File: src/rtl/spiking_layer.sv
// Layer of leaky integrate-and-fire neurons driven by a sampled input spike vector.
// Each inference window runs N_CYCLES sample/update timesteps and reports per-neuron spike totals.
module spiking_layer #(
    parameter int N_IN       = 4,
    parameter int N_OUT      = 2,
    parameter int W_BITS     = 4,
    parameter int V_BITS     = 8,
    parameter int N_CYCLES   = 10,
    parameter int CNT_BITS   = 5,
    parameter int THRESHOLD  = 8,
    parameter int LEAK_SHIFT = 2,
    parameter int RESET_MODE = 0
) (
    input  logic                         clk,
    input  logic                         rst,
    input  logic                         start,
    output logic                         ready,
    output logic                         sample,
    input  logic                         sample_ready,
    input  logic [N_IN-1:0]              in_spikes,
    input  logic [N_IN*N_OUT*W_BITS-1:0] weights,
    output logic [N_OUT-1:0]             out_spikes,
    output logic [N_OUT*CNT_BITS-1:0]    spike_counts,
    output logic                         done
);

    // Accumulator is wide enough for membrane, leak and a full weight sum without overflow.
    localparam int ACC_BITS = V_BITS + W_BITS + $clog2(N_IN + 1) + 1;
    localparam logic signed [ACC_BITS-1:0] V_MAX_A = ACC_BITS'((64'sd1 <<< (V_BITS - 1)) - 64'sd1);
    localparam logic signed [ACC_BITS-1:0] V_MIN_A = ~V_MAX_A;
    localparam logic signed [V_BITS-1:0]   THR_V   = V_BITS'(THRESHOLD);
    localparam logic [CNT_BITS-1:0] CNT_MAX  = {CNT_BITS{1'b1}};
    localparam logic [CNT_BITS-1:0] CNT_ONE  = {{(CNT_BITS-1){1'b0}}, 1'b1};
    localparam logic [CNT_BITS-1:0] N_CYC_C  = CNT_BITS'(N_CYCLES);
    localparam bit                  SUB_RESET = (RESET_MODE != 32'sd0);

    typedef enum logic [1:0] {
        IDLE   = 2'd0,
        SAMPLE = 2'd1,
        UPDATE = 2'd2,
        DONE   = 2'd3
    } state_t;

    state_t                      state_r;
    state_t                      state_next_s;
    logic [CNT_BITS-1:0]         step_r;
    logic [CNT_BITS-1:0]         step_inc_s;
    logic [N_IN-1:0]             spikes_r;
    logic signed [V_BITS-1:0]    v_r      [N_OUT];
    logic signed [ACC_BITS-1:0]  acc_s    [N_OUT];
    logic signed [V_BITS-1:0]    v_next_s [N_OUT];
    logic signed [V_BITS-1:0]    v_post_s [N_OUT];
    logic [N_OUT-1:0]            fire_s;
    logic [CNT_BITS-1:0]         cnt_r    [N_OUT];
    logic [N_OUT-1:0]            out_r;
    logic                        ready_r;
    logic                        sample_r;
    logic                        done_r;

    function automatic logic signed [V_BITS-1:0] sat_v(input logic signed [ACC_BITS-1:0] a);
        if (a > V_MAX_A) begin
            return V_MAX_A[V_BITS-1:0];
        end else if (a < V_MIN_A) begin
            return V_MIN_A[V_BITS-1:0];
        end else begin
            return a[V_BITS-1:0];
        end
    endfunction

    assign step_inc_s = step_r + CNT_ONE;

    // Next-state decode of the window sequencer.
    always_comb begin
        state_next_s = state_r;
        case (state_r)
            IDLE: begin
                if (start) state_next_s = SAMPLE;
                else       state_next_s = IDLE;
            end
            SAMPLE: begin
                if (sample_ready) state_next_s = UPDATE;
                else              state_next_s = SAMPLE;
            end
            UPDATE: begin
                if (step_inc_s == N_CYC_C) state_next_s = DONE;
                else                       state_next_s = SAMPLE;
            end
            DONE:    state_next_s = IDLE;
            default: state_next_s = IDLE;
        endcase
    end

    // State register plus handshake outputs registered from the next state.
    always_ff @(posedge clk or posedge rst) begin
        if (rst) begin
            state_r  <= IDLE;
            ready_r  <= 1'b1;
            sample_r <= 1'b0;
            done_r   <= 1'b0;
        end else begin
            state_r  <= state_next_s;
            ready_r  <= (state_next_s == IDLE);
            sample_r <= (state_next_s == SAMPLE);
            done_r   <= (state_next_s == DONE);
        end
    end

    // Leak, integrate, saturate and fire for every neuron from the captured input vector.
    always_comb begin
        fire_s = '0;
        for (int j = 0; j < N_OUT; j++) begin
            acc_s[j] = ACC_BITS'(v_r[j]) - ACC_BITS'(v_r[j] >>> LEAK_SHIFT);
            for (int i = 0; i < N_IN; i++) begin
                if (spikes_r[i]) begin
                    acc_s[j] = acc_s[j] + ACC_BITS'($signed(weights[(j*N_IN+i)*W_BITS +: W_BITS]));
                end else begin
                    acc_s[j] = acc_s[j];
                end
            end
            v_next_s[j] = sat_v(acc_s[j]);
            fire_s[j]   = (v_next_s[j] >= THR_V);
            if (fire_s[j]) begin
                v_post_s[j] = SUB_RESET ? (v_next_s[j] - THR_V) : '0;
            end else begin
                v_post_s[j] = v_next_s[j];
            end
        end
    end

    // Datapath registers: cleared on accepted start, loaded on capture and update.
    always_ff @(posedge clk or posedge rst) begin
        if (rst) begin
            step_r   <= '0;
            spikes_r <= '0;
            out_r    <= '0;
            for (int j = 0; j < N_OUT; j++) begin
                v_r[j]   <= '0;
                cnt_r[j] <= '0;
            end
        end else begin
            case (state_r)
                IDLE: begin
                    if (start) begin
                        step_r <= '0;
                        out_r  <= '0;
                        for (int j = 0; j < N_OUT; j++) begin
                            v_r[j]   <= '0;
                            cnt_r[j] <= '0;
                        end
                    end
                end
                SAMPLE: begin
                    if (sample_ready) spikes_r <= in_spikes;
                end
                UPDATE: begin
                    step_r <= step_inc_s;
                    out_r  <= fire_s;
                    for (int j = 0; j < N_OUT; j++) begin
                        v_r[j] <= v_post_s[j];
                        if (fire_s[j] && (cnt_r[j] != CNT_MAX)) cnt_r[j] <= cnt_r[j] + CNT_ONE;
                    end
                end
                default: begin
                    step_r <= step_r;
                end
            endcase
        end
    end

    // Pack per-neuron counters onto the flat output bus.
    always_comb begin
        spike_counts = '0;
        for (int j = 0; j < N_OUT; j++) begin
            spike_counts[j*CNT_BITS +: CNT_BITS] = cnt_r[j];
        end
    end

    assign ready      = ready_r;
    assign sample     = sample_r;
    assign done       = done_r;
    assign out_spikes = out_r;

endmodule

File: config.mk
export PLATFORM = sky130hd
export DESIGN_NAME = spiking_layer
export DESIGN_NICKNAME = d
export VERILOG_FILES = /design/src/rtl/spiking_layer.sv
export SDC_FILE = /design/constraint.sdc
export NUM_CORES = 1
export LEC_CHECK = 0
export ABC_AREA = 0
export CAP_MARGIN = 25
export CORE_MARGIN = 3
export CORE_UTILIZATION = 52
export DETAILED_ROUTE_END_ITERATION = 10
export GPL_TIMING_DRIVEN = 0
export HOLD_SLACK_MARGIN = 0.15
export PLACE_DENSITY = 0.85
export SYNTH_ARGS = -nofsm -noshare
export SYNTH_HDL_FRONTEND = slang
export SYNTH_SLANG_ARGS = --single-unit
File: constraint.sdc
create_clock -name clk -period 8.45 [get_ports clk]
set_input_delay 1.2675 -clock clk [delete_from_list [all_inputs] [get_ports clk]]
set_output_delay 1.2675 -clock clk [all_outputs]
set_load 0.005 [all_outputs]
==> out/metrics.cfg, run 1 <==
[outcome]
outcome = finished with violations
violations = negative setup slack

[yosys]
syn_inst = 1302
synth_top_cells_by_area = ha_1 16%, dfrtp_1 11%, a21oi_1 5.2%
synth_cell_types = 84
synth-seq-cells = 42
synth_top_cell_area_share_pct = 15.78
synth_area_leader_cell = ha_1
synth_top_flop_cell = dfrtp_1
yosysSeqAreaShare_pct = 10.97
synth-edff-count = 0
syn-num-nets = 1473
yosys_warnings = 0
async_flop_share_pct = 100.0
postSynthAreaPerCell_sq_um = 7.370
syn_area_sq_um = 9595

[sta]
worst_slew_pin_slew_ns = 1.115
fmax_ghz = 0.1152
finalCritPeriodShare_pct = 102.7
setup_viol = 6
min_period_ns = 8.682
drv_slew = 0
finalClockSkew_ns = 0.006656
relSlewSlack_pct = 23.73
hold_violations = 0
layout_setup_ws_ns = -0.2322
rsz0062_at_grt = yes

[final_layout]
final_common_cell = nand2_1
area_growth_pct = 26.55
antenna_cells = 0
fin_cells = 1642
finalNetCount = 1583
layout-drive-gt1-share_pct = 21.37
final_cell_mix = 121 x nand2_1, 81 x ha_1, 77 x nor2_1, 69 x a21oi_1, 67 x inv_1

[floorplan]
die_h_um = 141.8
rows = 49
pin_count = 55
die_area_sq_um = 20120
coreArea_sq_um = 18020
die_w_um = 141.8
start_util_pct = 53.23

[clocking]
cts_buffers = 5
root_buffer = clkbuf_16
cts.sinks = 42
clock_latency_ns = 0.29
clk_path_buf_depth = 2
h-tree-depth = 2
cts_tree = done
clkTransAtPathRegs_ns = 0.06
cts_hold_buf = 0

[global_routing]
grt_pass1_vias = 10237
grt.total_usage_pct = 29.58
grt_pass1_wl_um = 49650
overflow = 0
grt_start_max_net_pins = 43
antenna_found_initial = 0

[routing]
drt_wl_total_um = 33890
avgRoutedWirePerCell_um = 20.64
vias = 11329
vias_per_cell = 6.900
ant_nets = 0
first_iter_violations = 1432
drc = 0
drt_first_pass_iters = 7

[setup_path]
required_ns = 8.67
reg2reg_depth = 39
worst-path-max-fanout = 8
crit_path_end = spike_counts[5]
crit_top_cell = ha_4
worst-setup-path-type = reg2reg
startpoint = v_r[0]
crit_path_top_delay_cell = or4_4
r2r_slack_ns = -0.23
max_stage_delay_ns = 0.57
start_kind = flop
end_kind = flop
rr_endpoint = spike_counts[5]
worstPathArrival_ns = 8.91
r2r_start = v_r[0]

[place]
io_buffers = 54
placed_cells = 1585
place_hpwl_um = 23550
place.gp.congestion = 0.9917

[hold_path]
min_path_type = reg2reg
min_from = out_spikes[0]

[run]
cap_violations = 0

==> how the worst min path moves through the flow <==
stage | endpoint | cells after the start
after global routing | v_r[15] | 2
after detailed placement | out_spikes[0] | 2
final | out_spikes[0] | 2
after CTS | out_spikes[0] | 2
after global placement | out_spikes[0] | 2
after floorplan | v_r[0] | 2
==> sequential cells by signal, summed over array words and instances (netlist names) <==
register / flops
done: 1
step_r: 5
sample: 1
out_spikes: 2
state_r: 2
ready: 1
v_r: 16
spikes_r: 4
spike_counts: 10
==> cells in the mapped netlist, drive strengths merged (14+ instances only) <==
library cell  number
o211ai            22
clkbuf            36
nand4             19
mux2              25
a211oi            22
nor3              38
o21a              29
xnor2             20
or3               14
a21o              34
dfrtp             41
nand2            123
nor2              87
buf               22
nor2b             19
o21ai             86
ha               121
inv               70
mux2i             23
a21oi            101
nand2b            34
xor2              33
o31ai             14
nor4              14
nand3             48
==> logic make-up after synthesis <==
| group | count (synthesis) | share of synthesized area [%] |
|---|---|---|
| simple gates | 468 | 25.01 |
| buf+inv | 129 | 5.463 |
| mux | 48 | 5.333 |
| compound gates | 430 | 30.29 |
| flops | 42 | 10.97 |
| fa+ha+maj | 131 | 17.86 |
| xor+xnor | 54 | 5.072 |
==> routing by layer <==
layer  GRT usage (%)  wire [um]  vias up  part of all wire, %
met1           38.60      13470     5316                   40
met5               0          0        -                    0
li1                -          -     5127                    -
met4           13.89       1939        0                  5.7
met3           4.044       2988      173                  8.8
met2           48.33      15500      713                   46
==> critical path, delay by kind of cell (launching register included) <==
family                   cells  cell delay (ns)
XOR/XNOR                     3             0.42
AO/OA/AOI/OAI               14             2.48
adder cells (fa/ha/maj)      6             1.70
buffers and inverters        2             0.10
multiplexers                 2             0.66
AND/OR/NAND/NOR             12             2.84
flip-flops                   1             0.37
==> layout make-up <==
class	count	area (sq um)
Multi-Input combinational cell	1131	9149
Inverter	71	266.5
Buffer	40	181.4
Fill cell	1386	5882
Timing Repair Buffer	121	1045
Tap cell	229	286.5
Clock inverter	1	30.03
Sequential cell	42	1052
Clock buffer	7	132.6
==> metrics by stage <==
step | TNS, ns | util, % | instance area, sq um | hold WS [ns] | worst slack (ns)
floorplan | 0 | - | 9595 | 0.4498 | 0.05184
global placement | -39.56 | 57.82 | 10420 | 0.4661 | -1.871
detailed placement | -40.56 | 57.82 | 10420 | 0.4710 | -1.891
CTS | -0.2478 | 61.70 | 11120 | 0.4862 | -0.1089
global route | -3.905 | 67.37 | 12140 | 0.5383 | -0.4127
finish | -0.6196 | 67.37 | 12140 | 0.4865 | -0.2322
==> repair_timing <==
action,in CTS,in global routing
pin swaps,35,72
endpoints found under the setup margin,27,27
gates resized for setup,98,148
buffers inserted,27,41
Power of run 1 is left out: the tool's default activity adds up to more than one toggle a clock period on the data nets, which glitch-free logic cannot reach.
==> run 2: changes to the inputs <==
ABC_AREA = 1   (was 0)
==> run 2 against run 1 <==
  * Critical path type is now in2reg
  * Flip-flop and latch count did not move
  * Setup slack better by 0.78 ns
  * Critical endpoint is now spike_counts[2]
  * Count of clock-buffer cells in the layout decreased by 2
  * Non-clock buffer count fell by 81
  * The flow now finishes without violations
  * Highest routed layer unchanged
==> out/metrics.cfg, run 2 <==
[yosys]
synth-seq-cells = 42  ; unchanged
syn_area_sq_um = 8885  ; -7.4%
yosys_warnings = 0  ; unchanged
synth_cell_types = 53  ; -37%
synth_common_cells = 396 x nand2_1, 207 x inv_1, 144 x nand3_1, 121 x ha_1, 99 x nor2_1
postSynthAreaPerCell_sq_um = 6.090  ; -17%
async_flop_share_pct = 100.0  ; unchanged
synth_top_cells_by_area = ha_1 17%, nand2_1 17%, dfrtp_1 12%
syn_inst = 1459  ; +12%
yosysSeqAreaShare_pct = 11.84  ; +0.88 points
syn-num-nets = 1630  ; +11%
synth-edff-count = 0  ; unchanged
synth_top_flop_cell = dfrtp_1
synth_top_cell_area_share_pct = 17.04  ; +1.3 points
synth_area_leader_cell = ha_1
yosysMostFrequentCell = nand2_1

[setup_path]
max_stage_delay_ns = 0.46  ; -0.11 ns
reg2reg_depth = 51  ; +31%
end_kind = flop
start_kind = input port
r2r_slack_ns = 0.66  ; +0.89 ns
crit_path_top_delay_cell = clkdlybuf4s50_1
crit_top_cell = nand2_1
rr_endpoint = spike_counts[2]
worstPathArrival_ns = 8.08  ; -0.83 ns
worst-setup-path-type = in2reg
r2r_start = v_r[12]
required_ns = 8.62  ; -0.05 ns
worst-path-max-fanout = 6  ; -2

[global_routing]
antenna_found_initial = 0  ; unchanged
grt_busiest_layer = met2
grt_start_max_net_pins = 43  ; unchanged
grt_pass1_wl_um = 39720  ; -20%
grt_pass1_vias = 8519  ; -17%
overflow = 0  ; unchanged
grt.met1_usage_pct = 36.93  ; -1.7 points
met3_usage_pct = 0.9191  ; -3.1 points
grtUsageMet2_pct = 42.61  ; -5.7 points
grt.total_usage_pct = 25.56  ; -4.0 points

[final_layout]
finalNetCount = 1692  ; +6.9%
regMostFlops = v_r
final_common_cell = nand2_1
final_cell_mix = 395 x nand2_1, 206 x inv_1, 144 x nand3_1, 120 x ha_1, 97 x nor2_1
layout-drive-gt1-share_pct = 5.322  ; -16 points
largest_register_ffs = 16  ; unchanged
antenna_cells = 0  ; unchanged
area_growth_pct = 11.28
fin_cells = 1742  ; +6.1%

[hold_path]
worstHoldPathCells = 2  ; unchanged
min_path_type = reg2reg
min_from = step_r[4]
min_to = step_r[4]

[routing]
drt_first_pass_iters = 6  ; -1
first_iter_violations = 729  ; -49%
drc = 0  ; unchanged
drt_wl_total_um = 24170  ; -29%
vias_per_cell = 5.487  ; -20%
ant_nets = 0  ; unchanged
vias = 9558  ; -16%
avgRoutedWirePerCell_um = 13.88  ; -33%

[place]
place_hpwl_um = 19830  ; -16%
io_buffers = 54  ; unchanged
post-place-ws_ns = 0.1517  ; +2.042 ns
place.gp.congestion = 0.9816  ; -1.0%
placed_cells = 1733  ; +9.3%

[floorplan]
die_area_sq_um = 18690  ; -7.1%
start_util_pct = 53.39  ; +0.15 points
die_h_um = 136.7  ; -3.6%
pin_count = 55  ; unchanged
die_w_um = 136.7  ; -3.6%
rows = 47  ; -4.1%
coreArea_sq_um = 16640  ; -7.7%

[clocking]
root_buffer = clkbuf_16
cts_buffers = 5  ; unchanged
cts.sinks = 42  ; unchanged
cts_tree = done
clkTransAtPathRegs_ns = 0.07  ; about the same
clk_path_buf_depth = 2  ; unchanged
h-tree-depth = 2  ; unchanged
clock_latency_ns = 0.29  ; about the same

[sta]
min_period_ns = 7.906  ; -0.7766 ns
finalCritPeriodShare_pct = 93.56  ; -9.2 points
relSlewSlack_pct = 38.10  ; +14 points
fmax_ghz = 0.1265  ; +9.8%
drv_slew = 0  ; unchanged
finalClockSkew_ns = 0.006574  ; -0.00008130 ns
hold_violations = 0  ; unchanged
worst_slew_pin_slew_ns = 0.9271  ; -0.1881 ns
setup_viol = 0  ; -6
layout_setup_ws_ns = 0.5444  ; +0.7766 ns

[outcome]
outcome = finished clean

[run]
cap_violations = 0  ; unchanged

-- run 2: how the worst max path moves through the flow --
stage | startpoint | end | cells after the start
floorplan | weights[0] | spike_counts[2] | 44
global placement | weights[0] | spike_counts[2] | 45
detailed placement | weights[0] | spike_counts[2] | 45
CTS | weights[0] | spike_counts[2] | 45
global route | v_r[8] | v_r[14] | 55
finish | weights[0] | spike_counts[2] | 46
-- run 2: worst max-delay path, delay by kind of cell --
kind                     cells  cell delay, ns
AO/OA/AOI/OAI                8            1.34
adder cells (fa/ha/maj)      5            1.64
buffers and inverters        8            0.90
AND/OR/NAND/NOR             22            2.43
XOR/XNOR                     3            0.49
-- run 2: routing by layer --
| layer | vias up | wire [um] |
|---|---|---|
| met5 | - | 0 |
| met4 | 0 | 436 |
| met3 | 32 | 1213 |
| met2 | 271 | 11050 |
| met1 | 4326 | 11470 |
| li1 | 4929 | - |
-- run 2: kinds of logic after synthesis --
group / count (synthesis) / share of synthesized area, %
compound gates: 254 / 16.01
xor+xnor: 62 / 6.112
fa+ha+maj: 131 / 19.29
buf+inv: 244 / 10.46
flops: 42 / 11.84
simple gates: 726 / 36.28
-- run 2: timing repair --
action / CTS / global route
endpoints found under the setup margin: 0 / 20
setup buffers: 0 / 1
hold buffers: 0 / 0
gates resized for setup: 0 / 12
-- run 2: final cells by class --
class,count,area [sq um]
flip-flops and latches,42,1052
multi-input cells,1173,6933
clock inverters,3,23.77
inverters,219,824.5
repair buffers,55,548.0
plain buffers,25,105.1
clock buffers,5,125.1
well taps,220,275.3
fillers,1603,6755
-- run 2: per-stage QoR --
step           hold WS (ns)  util [%]  setup TNS (ns)  cell area (sq um)
6_report             0.5110     59.41               0               9887
2_1_floorplan        0.4722         -               0               8885
3_5_place_dp         0.4976     58.29               0               9701
3_3_place_gp         0.4888     58.29               0               9701
5_1_grt              0.5452     59.41        -0.01115               9887
4_1_cts              0.5141     59.18               0               9849
Power of run 2 is left out for the same reason.
==> run 3: changes to the inputs <==
PLACE_DENSITY = 0.72   (was 0.85)
==> run 3 against run 2 <==
  * Flip-flop and latch count stayed put
  * Core utilization is 0.29 points higher
  * Final area is 0.49% higher
  * Sequential share of layout area is 0.052 points lower
  * Final cell count is 0.17% higher
  * Via count is 2.6% lower
  * Non-clock buffer count is 3 higher
  * Clock skew is 0.0018 ns higher
  * Critical path depth is 5 lower
  * Count of clock-buffer cells in the layout stayed put
==> out/metrics.cfg, run 3 (same netlist as run 2, synthesis figures left out) <==
[routing]
ant_nets = 0  ; unchanged
first_iter_violations = 577  ; -21%
avgRoutedWirePerCell_um = 13.92  ; +0.30%
drc = 0  ; unchanged
vias = 9314  ; -2.6%
drt_first_pass_iters = 5  ; -1
drt_wl_total_um = 24290  ; +0.47%
vias_per_cell = 5.338  ; -2.7%

[clocking]
h-tree-depth = 2  ; unchanged
clkTransAtPathRegs_ns = 0.07  ; about the same
root_buffer = clkbuf_16
clk_path_buf_depth = 2  ; unchanged
cts_tree = done
cts.sinks = 42  ; unchanged
clock_latency_ns = 0.29  ; about the same
cts_buffers = 5  ; unchanged

[sta]
worst_slew_pin_slew_ns = 0.6488  ; -0.2783 ns
hold_violations = 0  ; unchanged
rsz0062_at_grt = no
setup_tns_ns = 0  ; unchanged
drv_slew = 0  ; unchanged
relSlewSlack_pct = 56.61  ; +19 points
finalCritPeriodShare_pct = 93.99  ; +0.43 points
fmax_ghz = 0.1259  ; -0.46%
min_period_ns = 7.942  ; +0.03667 ns
finalClockSkew_ns = 0.008355  ; +0.001780 ns
setup_viol = 0  ; unchanged

[setup_path]
max_stage_delay_ns = 0.46  ; about the same
startpoint = weights[16]
worst-setup-path-type = in2reg
start_kind = input port
required_ns = 8.63  ; about the same
worstPathArrival_ns = 8.12  ; +0.04 ns
end_kind = flop
crit_path_top_delay_cell = clkdlybuf4s50_1
reg2reg_depth = 52  ; +2.0%
crit_top_cell = nand2_1
worst-path-max-fanout = 6  ; unchanged
rr_endpoint = v_r[14]
r2r_slack_ns = 0.65  ; about the same
r2r_start = v_r[8]
cp_num_buf_inv = 4  ; -4
crit_family = simple AND/OR/NAND/NOR gates

[global_routing]
grt_pass1_wl_um = 40250  ; +1.3%
antenna_found_initial = 0  ; unchanged
grt_start_max_net_pins = 28  ; -35%
grt_pass1_vias = 8573  ; +0.63%
grt.total_usage_pct = 26.23  ; +0.67 points
overflow = 0  ; unchanged

[floorplan]
die_h_um = 136.7  ; unchanged
die_area_sq_um = 18690  ; unchanged
coreArea_sq_um = 16640  ; unchanged
pin_count = 55  ; unchanged
rows = 47  ; unchanged
start_util_pct = 53.39  ; unchanged
die_w_um = 136.7  ; unchanged

[final_layout]
area_growth_pct = 11.83
final_cell_mix = 394 x nand2_1, 206 x inv_1, 144 x nand3_1, 119 x ha_1, 98 x nor2_1
antenna_cells = 0  ; unchanged
finalNetCount = 1695  ; +0.18%
postLayoutCoreUtil_pct = 59.70  ; +0.29 points
fin_cells = 1745  ; +0.17%
final_common_cell = nand2_1
largest_register_ffs = 16  ; unchanged
regMostFlops = v_r
layout-drive-gt1-share_pct = 5.508  ; +0.19 points

[place]
place_hpwl_um = 19970  ; +0.72%
placed_cells = 1734  ; +0.058%
place.gp.congestion = 0.9647  ; -1.7%
io_buffers = 54  ; unchanged

[hold_path]
min_path_type = reg2reg
worstHoldPathCells = 2  ; unchanged
min_from = out_spikes[1]
min_to = out_spikes[1]

[outcome]
outcome = finished clean

[run]
cap_violations = 0  ; unchanged

[run 3: changes by cell type in the layout (fill, tap and decap cells not counted)]
cell,delta
buf_4,+2
o21ai_0,+2
o21ai_1,-2
a21oi_1,+1
a21oi_2,-1
buf_12,+1
ha_1,-1
ha_4,+1
nand2_1,-1
nand2_4,+1
nor2_1,+1
nor2_2,-1
[run 3: area by class of cell]
| class | instances | area (sq um) |
|---|---|---|
| fillers | 1676 | 6706 |
| inverters | 219 | 824.5 |
| repair buffers | 58 | 583.1 |
| multi-input cells | 1173 | 6947 |
| well taps | 220 | 275.3 |
| plain buffers | 25 | 105.1 |
| clock inverters | 3 | 23.77 |
| flip-flops and latches | 42 | 1052 |
| clock buffers | 5 | 125.1 |
[run 3: metal layers]
metal / up-vias / wire length, um / global-route usage [%]
met3: 31 / 967 / 1.949
met4: 0 / 518 / 6.439
met5: - / 0 / 0
met1: 4168 / 12220 / 38.08
met2: 180 / 10580 / 42.20
li1: 4935 / - / -
[run 3: how the worst max path moves through the flow]
stage | endpoint | slack (ns) | cells past startpoint
final | spike_counts[8] | 0.51 | 41
after global routing | v_r[14] | 0.004 | 45
after CTS | spike_counts[1] | 0.49 | 45
after detailed placement | spike_counts[3] | 0.21 | 45
after global placement | spike_counts[1] | 0.24 | 45
after floorplan | spike_counts[2] | 1.67 | 44
[run 3: timing repair]
action / in CTS / in global routing
resized for setup: 0 / 11
setup endpoints to repair: 0 / 22
setup buffers: 0 / 3
hold buffers: 0 / 0
[run 3: tightest hold or removal path, delay by kind of cell (launching register included)]
family          cells  cell delay [ns]
compound gates      1             0.06
simple gates        1             0.05
flops               1             0.35
[run 3: per-stage QoR]
| step | setup slack, ns | cell area [sq um] | hold slack (ns) |
|---|---|---|---|
| after floorplan | 1.670 | 8885 | 0.4722 |
| after global placement | 0.2415 | 9701 | 0.4752 |
| after detailed placement | 0.2096 | 9721 | 0.4809 |
| after CTS | 0.4895 | 9869 | 0.4987 |
| after global routing | 0.003899 | 9936 | 0.5553 |
| final | 0.5077 | 9936 | 0.4982 |
Power of run 3 is left out for the same reason.
